<file path="config.mk">
export PLATFORM = sky130hd
export DESIGN_NAME = game_controller_n
export DESIGN_NICKNAME = d
export VERILOG_FILES = /design/src/rtl/game_controller_n.sv
export SDC_FILE = /design/constraint.sdc
export NUM_CORES = 1
export LEC_CHECK = 0
export CAP_MARGIN = 5
export CORE_ASPECT_RATIO = 0.6
export CORE_UTILIZATION = 48
export DETAILED_ROUTE_END_ITERATION = 12
export PLACE_DENSITY = 0.91
export SLEW_MARGIN = 10
export SYNTH_ARGS = -nofsm -noshare
export SYNTH_HDL_FRONTEND = slang
export SYNTH_SLANG_ARGS = --single-unit
</file>
<file path="constraint.sdc">
create_clock -name clka -period 2.6 [get_ports clka]
set_clock_uncertainty 0.1 [all_clocks]
set_input_delay 0.26 -clock clka [delete_from_list [all_inputs] [get_ports clka]]
set_output_delay 0.26 -clock clka [all_outputs]
set_load 0.02 [all_outputs]
</file>
<file path="src/rtl/game_controller_n.sv">
// Snake-game control sequencer: execution loop, game/direction state, direction queue, LED row scan.
// Latency: one exec state per clka cycle; WAIT_LOGIC until logic_done or timeout, DISPLAY lasts ROWS*DISPLAY_CYCLES.
// Backpressure: the datapath stalls the loop by withholding logic_done; button presses beyond queue depth are dropped.
module game_controller_n #(
  parameter int ROWS           = 8,
  parameter int COLS           = 8,
  parameter int DISPLAY_CYCLES = 2,
  parameter int DIR_DEPTH      = 2,
  parameter int LOGIC_TIMEOUT  = 255
) (
  input  logic                 clka,
  input  logic                 restart,
  input  logic [3:0]           direction_in,
  input  logic                 pause_in,
  input  logic                 logic_done,
  input  logic                 game_end,
  input  logic [ROWS*COLS-1:0] led_array,
  output logic [1:0]           game_state,
  output logic [1:0]           direction_state,
  output logic [2:0]           exec_state,
  output logic                 logic_tick,
  output logic                 no_update,
  output logic                 timeout_err,
  output logic [ROWS-1:0]      row_cathode,
  output logic [COLS-1:0]      column_anode
);

  localparam int RW = $clog2(ROWS);
  localparam int PW = 4;
  localparam int TW = 16;
  localparam int CW = $clog2(DIR_DEPTH + 1);

  typedef enum logic [1:0] {G_INIT = 2'd0, G_RUN = 2'd1, G_STOP = 2'd2, G_PAUSE = 2'd3} game_e;
  typedef enum logic [1:0] {D_UP = 2'd0, D_DOWN = 2'd1, D_LEFT = 2'd2, D_RIGHT = 2'd3} dir_e;
  typedef enum logic [2:0] {
    X_UPDATE = 3'd0, X_CHECK = 3'd1, X_INPUT = 3'd2, X_WAIT = 3'd3, X_DISPLAY = 3'd4
  } exec_e;

  game_e                     game_q, game_d;
  logic [1:0]                dir_q, dir_d;
  exec_e                     exec_q, exec_d;
  logic [RW-1:0]             row_q, row_d;
  logic [PW-1:0]             pass_q, pass_d;
  logic [TW-1:0]             wait_q, wait_d;
  logic                      pend_end_q, pend_end_d;
  logic                      timeout_q, timeout_d;
  logic                      pause_prev_q;
  logic                      pause_pend_q, pause_pend_d;
  logic [3:0]                btn_prev_q;
  logic [DIR_DEPTH-1:0][1:0] q_q, q_d;
  logic [CW-1:0]             cnt_q, cnt_d;
  logic                      tick_q, tick_d;
  logic                      nu_q, nu_d;

  logic       pause_edge, pause_hit;
  logic       onehot, rising, press;
  logic [1:0] press_dir, last_dir;
  logic       pop, reject, push_ok;
  logic [CW-1:0] cnt_pop;

  // Decode a new button press: one-hot, newly asserted, and only while the game accepts steering
  always_comb begin
    onehot    = (direction_in != 4'd0) && ((direction_in & (direction_in - 4'd1)) == 4'd0);
    rising    = |(direction_in & ~btn_prev_q);
    press     = onehot && rising && (game_q == G_INIT || game_q == G_RUN);
    case (direction_in)
      4'b0001: press_dir = D_UP;
      4'b0010: press_dir = D_DOWN;
      4'b0100: press_dir = D_LEFT;
      default: press_dir = D_RIGHT;
    endcase
  end

  // Direction queue: pop in INPUT, push checked against the entry that will be last after the pop
  always_comb begin
    q_d      = q_q;
    dir_d    = dir_q;
    pop      = (exec_q == X_INPUT) && (cnt_q != '0);
    last_dir = dir_q;
    for (int i = 0; i < DIR_DEPTH; i++) begin
      if (CW'(i + 1) == cnt_q) last_dir = q_q[i];
    end
    // UP/DOWN and LEFT/RIGHT differ only in bit 0, so flipping it gives the opposite heading
    reject  = (press_dir == last_dir) || (press_dir == (last_dir ^ 2'b01));
    cnt_pop = pop ? (cnt_q - CW'(1)) : cnt_q;
    push_ok = press && !reject && (cnt_pop < CW'(DIR_DEPTH));
    if (pop) begin
      dir_d = q_q[0];
      for (int i = 0; i < DIR_DEPTH - 1; i++) q_d[i] = q_q[i + 1];
    end
    cnt_d = cnt_pop;
    if (push_ok) begin
      for (int i = 0; i < DIR_DEPTH; i++) begin
        if (CW'(i) == cnt_pop) q_d[i] = press_dir;
      end
      cnt_d = cnt_pop + CW'(1);
    end
  end

  // Execution loop, game state transitions, datapath wait/timeout and scan counters
  always_comb begin
    exec_d       = exec_q;
    game_d       = game_q;
    row_d        = row_q;
    pass_d       = pass_q;
    wait_d       = wait_q;
    pend_end_d   = pend_end_q;
    timeout_d    = timeout_q;
    pause_edge   = pause_in && !pause_prev_q;
    pause_hit    = pause_pend_q || pause_edge;
    pause_pend_d = pause_hit;
    case (exec_q)
      X_UPDATE: begin
        if (game_q == G_RUN && pend_end_q)        game_d = G_STOP;
        else if (game_q == G_RUN && pause_hit)    game_d = G_PAUSE;
        else if (game_q == G_PAUSE && pause_hit)  game_d = G_RUN;
        else if (game_q == G_INIT && cnt_q != '0) game_d = G_RUN;
        pend_end_d   = 1'b0;
        pause_pend_d = 1'b0;
        exec_d       = X_CHECK;
      end
      X_CHECK: begin
        exec_d = (game_q == G_INIT || game_q == G_PAUSE) ? X_DISPLAY : X_INPUT;
      end
      X_INPUT: begin
        wait_d = '0;
        exec_d = X_WAIT;
      end
      X_WAIT: begin
        if (logic_done) begin
          pend_end_d = game_end;
          wait_d     = '0;
          exec_d     = X_DISPLAY;
        end else if (wait_q == TW'(LOGIC_TIMEOUT - 1)) begin
          // A silent datapath is treated as a crash so the game cannot hang in RUN
          timeout_d  = 1'b1;
          pend_end_d = 1'b1;
          wait_d     = '0;
          exec_d     = X_DISPLAY;
        end else begin
          wait_d = wait_q + TW'(1);
        end
      end
      X_DISPLAY: begin
        if (row_q == RW'(ROWS - 1)) begin
          row_d = '0;
          if (pass_q == PW'(DISPLAY_CYCLES - 1)) begin
            pass_d = '0;
            exec_d = X_UPDATE;
          end else begin
            pass_d = pass_q + PW'(1);
          end
        end else begin
          row_d = row_q + RW'(1);
        end
      end
      default: exec_d = X_UPDATE;
    endcase
    tick_d = (exec_d == X_INPUT);
    nu_d   = (exec_d == X_INPUT) && (game_d == G_STOP);
  end

  // State registers with asynchronous restart
  always_ff @(posedge clka or posedge restart) begin
    if (restart) begin
      game_q       <= G_INIT;
      dir_q        <= D_RIGHT;
      exec_q       <= X_UPDATE;
      row_q        <= '0;
      pass_q       <= '0;
      wait_q       <= '0;
      pend_end_q   <= 1'b0;
      timeout_q    <= 1'b0;
      pause_prev_q <= 1'b0;
      pause_pend_q <= 1'b0;
      btn_prev_q   <= 4'd0;
      q_q          <= '0;
      cnt_q        <= '0;
      tick_q       <= 1'b0;
      nu_q         <= 1'b0;
    end else begin
      game_q       <= game_d;
      dir_q        <= dir_d;
      exec_q       <= exec_d;
      row_q        <= row_d;
      pass_q       <= pass_d;
      wait_q       <= wait_d;
      pend_end_q   <= pend_end_d;
      timeout_q    <= timeout_d;
      pause_prev_q <= pause_in;
      pause_pend_q <= pause_pend_d;
      btn_prev_q   <= direction_in;
      q_q          <= q_d;
      cnt_q        <= cnt_d;
      tick_q       <= tick_d;
      nu_q         <= nu_d;
    end
  end

  // Row scan drive: column data follows led_array live so the display shows the current frame
  always_comb begin
    row_cathode  = '1;
    column_anode = '0;
    if (exec_q == X_DISPLAY) begin
      for (int r = 0; r < ROWS; r++) begin
        if (RW'(r) == row_q) begin
          row_cathode[r] = 1'b0;
          column_anode   = led_array[r*COLS +: COLS];
        end
      end
    end
  end

  assign game_state      = game_q;
  assign direction_state = dir_q;
  assign exec_state      = exec_q;
  assign logic_tick      = tick_q;
  assign no_update       = nu_q;
  assign timeout_err     = timeout_q;

endmodule

</file>
==> impl_metrics.tcl, run 1 <==
set metrics [dict create \
    grt_pass1_vias 3261 \
    synth_area_per_cell_um2 8.60 \
    period_share 0.976 \
    p_total_mw 4.07 \
    finalSetupTns_ps 0 \
    grt_pass1_wl_um 16000 \
    cts_buffers 5 \
    syn-num-nets 463 \
    crit_path_top_delay_cell "dfrtp_1" \
    max-cap-violations 0 \
    grt.overflow.total 0 \
    post-place-cells 554 \
    powerDensity_nw_per_um2 903 \
    drive_above_1_share 0.112 \
    rr_worst_depth 7 \
    start_util 0.512 \
    netlist.area_leader.share 0.342 \
    synth_area_um2 3220 \
    synth.top_cells.by_area "dfrtp_1 34%, o21ai_0 6.5%, ha_1 6.2%" \
    cp-start-kind "flip-flop" \
    status "finished, final reports clean" \
    fin_nets 569 \
    drtIter0Drc 219 \
    power_leakage_nw 1.98 \
    grt_usage 0.291 \
    setup_violations 0 \
    die_w_um 108 \
    synth_ff_type "dfrtp_1" \
    die_area_um2 7040 \
    die_h_um 65.4 \
    avgViaCountPerCell 6.02 \
    cts_sinks 46 \
    postRouteAntennaNets 0 \
    first_pass_iters 5 \
    ios 99 \
    hold_path_class "input pin to asynchronous set/reset pin" \
    crit_path_end_kind "output pin" \
    drc 0 \
    synth_cell_types 51 \
    fin_ws_ps 62.4 \
    cts_root_buf "clkbuf_8" \
    area_growth_syn_to_layout_pct 40.0 \
    min_period_ps 2540 \
    hpwlAfterDp_um 7170 \
    coreArea_um2 6280 \
    synth.ff_latch_count 46 \
    post-route-util 0.717 \
    arrival_ps 2180 \
    clock_path_buffers 2 \
    std_cell_rows 22 \
    timing.setup.critical_path_class "flip-flop to output pin" \
    seq_area_frac_synth 0.359 \
    wl_um 10200 \
    tritoncts "built" \
    port_buffers 98 \
    fin_area_um2 4500 \
    synth_edf_count 0 \
    antenna_found_initial 0 \
    ir_worst_vdd_mv 0.485 \
    htreeDepth 2 \
    yosysWarnings 0 \
    syn_inst 374 \
    crit_chain "inv_2 -> ha_2 -> buf_12 -> and3b_1 -> a21oi_1 -> o21ai_0 -> o2111ai_1 -> a31oi_1 -> clkdlybuf4s15_1" \
    worstPathRequired_ps 2240 \
    clock.fmax_mhz 394 \
    via_count 3403 \
    tightest_slew_ps 572 \
    synthArstFlopShare 1.00 \
    postCtsHoldBufs 0 \
    grt_max_degree 47 \
    max_stage_delay_ps 420 \
    worstSkewPairLatency_ps 310 \
    path_clk_slew_ps 100 \
    final_cells 565 \
    placed_cell_area_um2 4360 \
    rsz0062_at_grt "true" \
    num_antenna_cells 0 \
    cp_max_fo 19 \
    place_congestion 0.990 \
    wl_per_cell_um 18.0 \
    yosys.area.top_type "dfrtp_1" \
    slew_viol_final 0 \
    slew_headroom 0.616 \
    finalHoldViolations 0 \
    pre_cts_slack_ps -75.9 \
    holdWs_ps 309 \
]
what timing repair did:
item | CTS | global route
endpoints found under the setup margin | 8 | 8
resized for setup | 24 | 24
endpoints found under the hold margin | 0 | 0
cloned | 0 | 1
pin swaps | 0 | 1
buffers inserted | 0 | 2
worst max-delay path: cells and delay by family, from the launching register on:
kind	cells	cell delay, ps
adder cells (fa/ha/maj)	1	200
flip-flops	1	420
buffers and inverters	3	580
AO/OA/AOI/OAI	4	510
AND/OR/NAND/NOR	1	160
registers in the layout, indices dropped and copies added (netlist names):
name             flops
wait_q              16
pend_end_q           1
pass_q               4
exec_state           3
pause_pend_q         1
logic_tick           1
timeout_err          1
row_q                3
pause_prev_q         1
cnt_q                2
q_q                  4
btn_prev_q           4
no_update            1
direction_state      2
game_state           2
kinds of logic (layout without fill, tap and decap cells):
logic type               after synthesis  after routing  synth area share
XOR/XNOR                              11             11            0.0300
multiplexers                          13             13            0.0444
AND/OR/NAND/NOR                      130            130             0.229
flip-flops                            46             46             0.359
AO/OA/AOI/OAI                        118            118             0.227
adder cells (fa/ha/maj)               16             16            0.0623
buffers and inverters                 40            147            0.0490
synth_stat cells, types with 2 or more instances:
library cell	number
a21o_1	9
a21oi_1	29
a22o_1	8
a31oi_1	9
and3_1	7
and3b_1	8
buf_1	2
clkbuf_1	16
dfrtp_1	44
dfstp_2	2
ha_1	16
inv_1	21
mux2_1	2
mux2_2	4
mux2i_1	6
nand2_1	33
nand2b_1	6
nand3_1	19
nand4_1	2
nor2_1	16
nor2b_1	14
nor3_1	5
nor3b_1	2
nor4b_4	2
nor4bb_1	2
o2111ai_1	8
o21ai_0	42
o22ai_1	2
o31ai_1	2
or2_2	2
or3_1	5
xnor2_1	6
xor2_1	5
routing by layer:
layer / vias to the layer above / part of all wire / track usage
met1: 1651 / 0.43 / 0.392
met2: 171 / 0.47 / 0.472
li1: 1557 / - / -
met5: - / 0 / 0
met3: 24 / 0.074 / 0.0516
met4: 0 / 0.019 / 0.101
power breakdown:
| group | switching, mW | internal (mW) |
|---|---|---|
| clock network | 0.260 | 0.385 |
| registers | 0.166 | 0.895 |
| logic | 1.29 | 1.07 |
cell type report:
cell class                 count  area [um2]
clock inverter                 3        68.8
inverter                      21        78.8
timing repair buffer         118        1110
fill                         451        1770
clock buffer                   5        68.8
sequential                    46        1150
tap                           84         105
multi-input combinational    288        1910
cell usage in the layout (no fill, tap or decap), types with 7 or more instances in the layout:
cell	instances
and3_1	7
o21ai_0	36
buf_4	18
a21oi_1	29
inv_1	19
nand2_1	33
o21ai_1	7
ha_1	14
dfrtp_1	44
nand3_1	19
a21o_1	9
nor2_1	16
a22o_1	8
and3b_1	8
clkdlybuf4s50_1	90
a31oi_1	9
nor2b_1	14
o2111ai_1	8
worst paths after layout:
| kind | startpoint | slack, ps | endpoint |
|---|---|---|---|
| worst max-delay path | row_q[0] | 60 | column_anode[7] |
| max in group asynchronous | restart | 1690 | btn_prev_q[0] |
| min in group clka | pause_in | 320 | pause_prev_q |
| worst min register to register | timeout_err | 370 | timeout_err |
| worst min-delay path | restart | 310 | wait_q[8] |
| worst max register to register | cnt_q[0] | 220 | q_q[3] |
No activity file was read; power rests on OpenSTA's default activity.
==> run 2, diff against run 1 <==
--- a/config.mk
+++ b/config.mk
@@ -8,8 +8,10 @@
 export CAP_MARGIN = 5
 export CORE_ASPECT_RATIO = 0.6
 export CORE_UTILIZATION = 48
+export CTS_CLUSTER_SIZE = 25
 export DETAILED_ROUTE_END_ITERATION = 12
 export PLACE_DENSITY = 0.91
+export SKIP_LAST_GASP = 1
 export SLEW_MARGIN = 10
 export SYNTH_ARGS = -nofsm -noshare
 export SYNTH_HDL_FRONTEND = slang
==> impl_metrics.tcl, run 2 (synthesis results as in run 1) <==
set metrics [dict create \
    p_sw_mw 1.71 \
    place_congestion 0.990 \
    postRouteAntennaNets 0 \
    pre_cts_slack_ps -75.9 \
    drive_above_1_share 0.112 \
    powerDensity_nw_per_um2 902 \
    die_h_um 65.4 \
    p_int_mw 2.36 \
    violations "setup timing" \
    htreeDepth 2 \
    nFillCells 449 \
    p_seq_frac 0.261 \
    postCtsHoldBufs 0 \
    grt_pass1_wl_um 16000 \
    drtIter0Drc 246 \
    seqCellArea_um2 1150 \
    coreArea_um2 6280 \
    hold_path_class "input pin to asynchronous set/reset pin" \
    period_share 1.01 \
    max-cap-violations 0 \
    final_cell_mix "90 x clkdlybuf4s50_1, 44 x dfrtp_1, 38 x o21ai_0" \
    worstPathRequired_ps 2240 \
    clock.fmax_mhz 381 \
    std_cell_rows 22 \
    cp_max_fo 16 \
    die_area_um2 7040 \
    cts_buffers 5 \
    slew_viol_final 0 \
    slew_headroom 0.617 \
    setup_violations 1 \
    clock_path_buffers 2 \
    area_growth_syn_to_layout_pct 40.2 \
    swShare 0.421 \
    grt_usage 0.291 \
    largest_reg_flops 16 \
    die_w_um 108 \
    combPwrFrac 0.580 \
    tightest_slew_ps 574 \
    hpwlAfterDp_um 7170 \
    port_buffers 98 \
    drc 0 \
    multi_input_area_um2 1910 \
    grt.overflow.total 0 \
    cp-start-kind "flip-flop" \
    grt_pass1_vias 3261 \
    cts_sinks 46 \
    fin_ws_ps -26.0 \
    power_leakage_nw 1.97 \
    wl_um 10200 \
    cts_root_buf "clkbuf_8" \
    final_common_cell "clkdlybuf4s50_1" \
    crit_path_end_kind "output pin" \
    antenna_found_initial 0 \
    top_register "wait_q" \
    wl_per_cell_um 18.0 \
    first_pass_iters 5 \
    avgViaCountPerCell 6.08 \
    path_clk_slew_ps 100 \
    ir_worst_vdd_mv 0.486 \
    grt_max_degree 47 \
    start_util 0.512 \
    ios 99 \
    timing.setup.critical_path_class "flip-flop to output pin" \
    status "complete, but fails checks" \
    finalHoldViolations 0 \
    rsz0062_at_grt "true" \
    clkPwrFrac 0.159 \
    arrival_ps 2270 \
    tritoncts "built" \
    min_period_ps 2630 \
    worstSkewPairLatency_ps 310 \
    via_count 3437 \
    num_antenna_cells 0 \
    holdWs_ps 312 \
    fin_nets 569 \
]
## run 2: changes by cell type in the layout (fill, tap and decap cells not counted), sizes merged
cell / change
buf: -2
clkbuf: +1
clkdlybuf4s15: +1
## run 2: worst paths after layout
path / start / endpoint / slack, ps / cells after the start
max in group asynchronous: restart / wait_q[14] / 1700 / 3
setup / recovery: row_q[0] / column_anode[7] / -30 / 8
hold / removal: restart / wait_q[8] / 310 / 3
min in group clka: pause_in / pause_prev_q / 310 / 1
setup reg to reg: cnt_q[0] / q_q[3] / 230 / 7
hold reg to reg: timeout_err / timeout_err / 370 / 1
## run 2: power groups by stage
stage	Sequential, mW	Clock [mW]	Combinational (mW)
6_report	1.06	0.646	2.36
5_1_grt	1.08	0.673	2.57
4_1_cts	1.05	0.649	2.26
3_5_place_dp	1.06	0	2.23
3_3_place_gp	1.04	0	2.12
2_1_floorplan	1.08	0	1.35
## run 2: final cells by class
type                       instances  share of cell area
multi-input combinational        288               0.424
sequential                        46               0.256
timing repair buffer             118               0.249
tap                               84              0.0233
inverter                          21              0.0175
clock buffer                       5              0.0153
clock inverter                     3              0.0153
## run 2: per-stage QoR
step	area [um2]	cells	util	setup TNS [ps]	total power, mW
final	4510	565	0.718	-26.0	4.07
after floorplan	3220	374	-	0	2.43
after global placement	4360	554	0.695	0	3.16
after global routing	4510	565	0.718	-211	4.32
after CTS	4510	562	0.718	-180	3.96
after detailed placement	4360	554	0.695	-98.2	3.29
## run 2: critical path, cell delays in order (launching register included)
cell and delay (ps):
dfrtp_1 410, inv_2 70, ha_1 220, buf_4 210
o21ai_0 290, a22o_1 170, nand2_1 60, a31oi_1 180
clkdlybuf4s15_1 340
## run 2: metal layers
layer | part of all wire | global-route usage
met1 | 0.44 | 0.392
met2 | 0.47 | 0.472
met3 | 0.064 | 0.0516
met4 | 0.024 | 0.101
met5 | 0 | 0
## run 2: what timing repair did
item	CTS	global route
pin swaps	0	1
endpoints found under the setup margin	8	8
cloned	0	1
resized for setup	23	21
setup buffers	0	2
==> run 3, diff against run 2 <==
==> constraint.sdc (replaced) <==
create_clock -name clka -period 3 [get_ports clka]
set_clock_uncertainty 0.1 [all_clocks]
set_input_delay 0.3 -clock clka [delete_from_list [all_inputs] [get_ports clka]]
set_output_delay 0.3 -clock clka [all_outputs]
set_load 0.02 [all_outputs]
==> impl_metrics.tcl, run 3 (synthesis results as in run 1) <==
set metrics [dict create \
    cts_root_buf "clkbuf_8" \
    highest_layer "met4" \
    m1WireLength_um 4350 \
    antenna_found_initial 0 \
    die_h_um 65.4 \
    ios 99 \
    first_pass_iters 5 \
    status "finished, final reports clean" \
    final_cells 555 \
    holdWs_ps 355 \
    p_int_mw 2.01 \
    port_buffers 98 \
    nFillCells 462 \
    final_common_cell "clkdlybuf4s50_1" \
    crit_chain "ha_1 -> ha_1 -> inv_1 -> o2111ai_1 -> a31oi_1 -> clkdlybuf4s50_1" \
    clock_path_buffers 2 \
    worstSkewPairLatency_ps 310 \
    p_sw_mw 1.41 \
    dr_wl_met2_um 4360 \
    max_stage_delay_ps 620 \
    num_antenna_cells 0 \
    multi_input_area_um2 1910 \
    drive_above_1_share 0.0764 \
    crit_path_end_kind "output pin" \
    timing.setup.critical_path_class "flip-flop to output pin" \
    path_clk_slew_ps 90 \
    clock.fmax_mhz 336 \
    drc 0 \
    htreeDepth 2 \
    via_count 3239 \
    top_register "wait_q" \
    grt.overflow.total 0 \
    post-place-cells 547 \
    hold_path_class "input pin to flip-flop" \
    slew_headroom 0.372 \
    wl_um 9370 \
    cts_sinks 46 \
    final_cell_mix "91 x clkdlybuf4s50_1, 43 x dfrtp_1, 40 x o21ai_0" \
    grt_pass1_vias 3153 \
    slew_viol_final 0 \
    combPwrFrac 0.559 \
    period_share 0.992 \
    cts_buffers 5 \
    start_util 0.512 \
    drtIter0Drc 267 \
    arrival_ps 2580 \
    setup_violations 0 \
    power_leakage_nw 2.00 \
    fin_nets 559 \
    p_seq_frac 0.274 \
    std_cell_rows 22 \
    die_area_um2 7040 \
    postRouteAntennaNets 0 \
    hpwlAfterDp_um 7120 \
    largest_reg_flops 16 \
    avgViaCountPerCell 5.84 \
    die_w_um 108 \
    place_congestion 0.917 \
    ir_worst_vdd_mv 0.359 \
    worstPathRequired_ps 2600 \
    seqCellArea_um2 1150 \
    crit_buf_inv 2 \
    cp-start-kind "flip-flop" \
    max-cap-violations 0 \
    clkPwrFrac 0.167 \
    swShare 0.413 \
    crit_path_top_delay_cell "clkdlybuf4s50_1" \
    cp_top_family "buffers and inverters" \
    grt_max_degree 47 \
    grt_usage 0.274 \
    rsz0062_at_grt "true" \
    wl_met3_um 550 \
    powerDensity_nw_per_um2 767 \
    coreArea_um2 6280 \
    cp_common_cell "ha_1" \
    finalHoldViolations 0 \
    tritoncts "built" \
    tightest_slew_ps 941 \
    grt_pass1_wl_um 15100 \
    area_growth_syn_to_layout_pct 38.8 \
    min_period_ps 2980 \
    p_total_mw 3.42 \
    cp_max_fo 10 \
    wl_per_cell_um 16.9 \
]
[run 3: changes by cell type in the layout (fill, tap and decap cells not counted), sizes merged]
cell	change
buf	-12
clkbuf	-3
clkdlybuf4s15	-2
clkdlybuf4s50	+1
clkinv	-1
dlygate4sd2	+3
dlymetal6s2s	+4
[run 3: area by class of cell]
type                       count  share of cell area
timing repair buffer         108               0.241
inverter                      21              0.0177
clock inverter                 2              0.0135
tap                           84              0.0235
sequential                    46               0.259
multi-input combinational    288               0.427
clock buffer                   6              0.0185
[run 3: power groups by stage]
| stage | Sequential (mW) | Combinational [mW] | Clock (mW) |
|---|---|---|---|
| finish | 0.938 | 1.91 | 0.571 |
| global route | 0.965 | 2.10 | 0.597 |
| CTS | 0.933 | 1.89 | 0.577 |
| detailed placement | 0.942 | 1.88 | 0 |
| global placement | 0.932 | 1.80 | 0 |
| floorplan | 0.937 | 1.17 | 0 |
[run 3: metrics by stage]
stage / utilization / worst slack [ps] / TNS (ps) / area, um2
floorplan: - / 484 / 0 / 3220
global placement: 0.687 / 350 / 0 / 4310
detailed placement: 0.687 / 181 / 0 / 4310
CTS: 0.709 / -2.89 / -2.89 / 4450
global route: 0.711 / -134 / -134 / 4460
finish: 0.711 / 24.8 / 0 / 4460
[run 3: timing repair]
item,in CTS,in global routing
hold endpoints to repair,0,0
buffers inserted,0,0
endpoints found under the setup margin,5,6
hold buffers,0,0
gates resized for setup,5,6
[run 3: metal layers]
metal,vias to the layer above,track usage
met5,-,0
met4,0,0.0839
met3,17,0.0536
met2,117,0.425
met1,1562,0.387
li1,1543,-
[run 3: final timing paths]
| path | cells after the start | start | endpoint | slack, ps |
|---|---|---|---|---|
| setup reg to reg | 7 | cnt_q[0] | q_q[1] | 490 |
| hold reg to reg | 1 | timeout_err | timeout_err | 380 |
| min in group asynchronous | 2 | restart | wait_q[10] | 420 |
| max in group asynchronous | 2 | restart | row_q[2] | 1740 |
| setup / recovery | 6 | row_q[0] | column_anode[3] | 20 |
| hold / removal | 1 | pause_in | pause_prev_q | 360 |
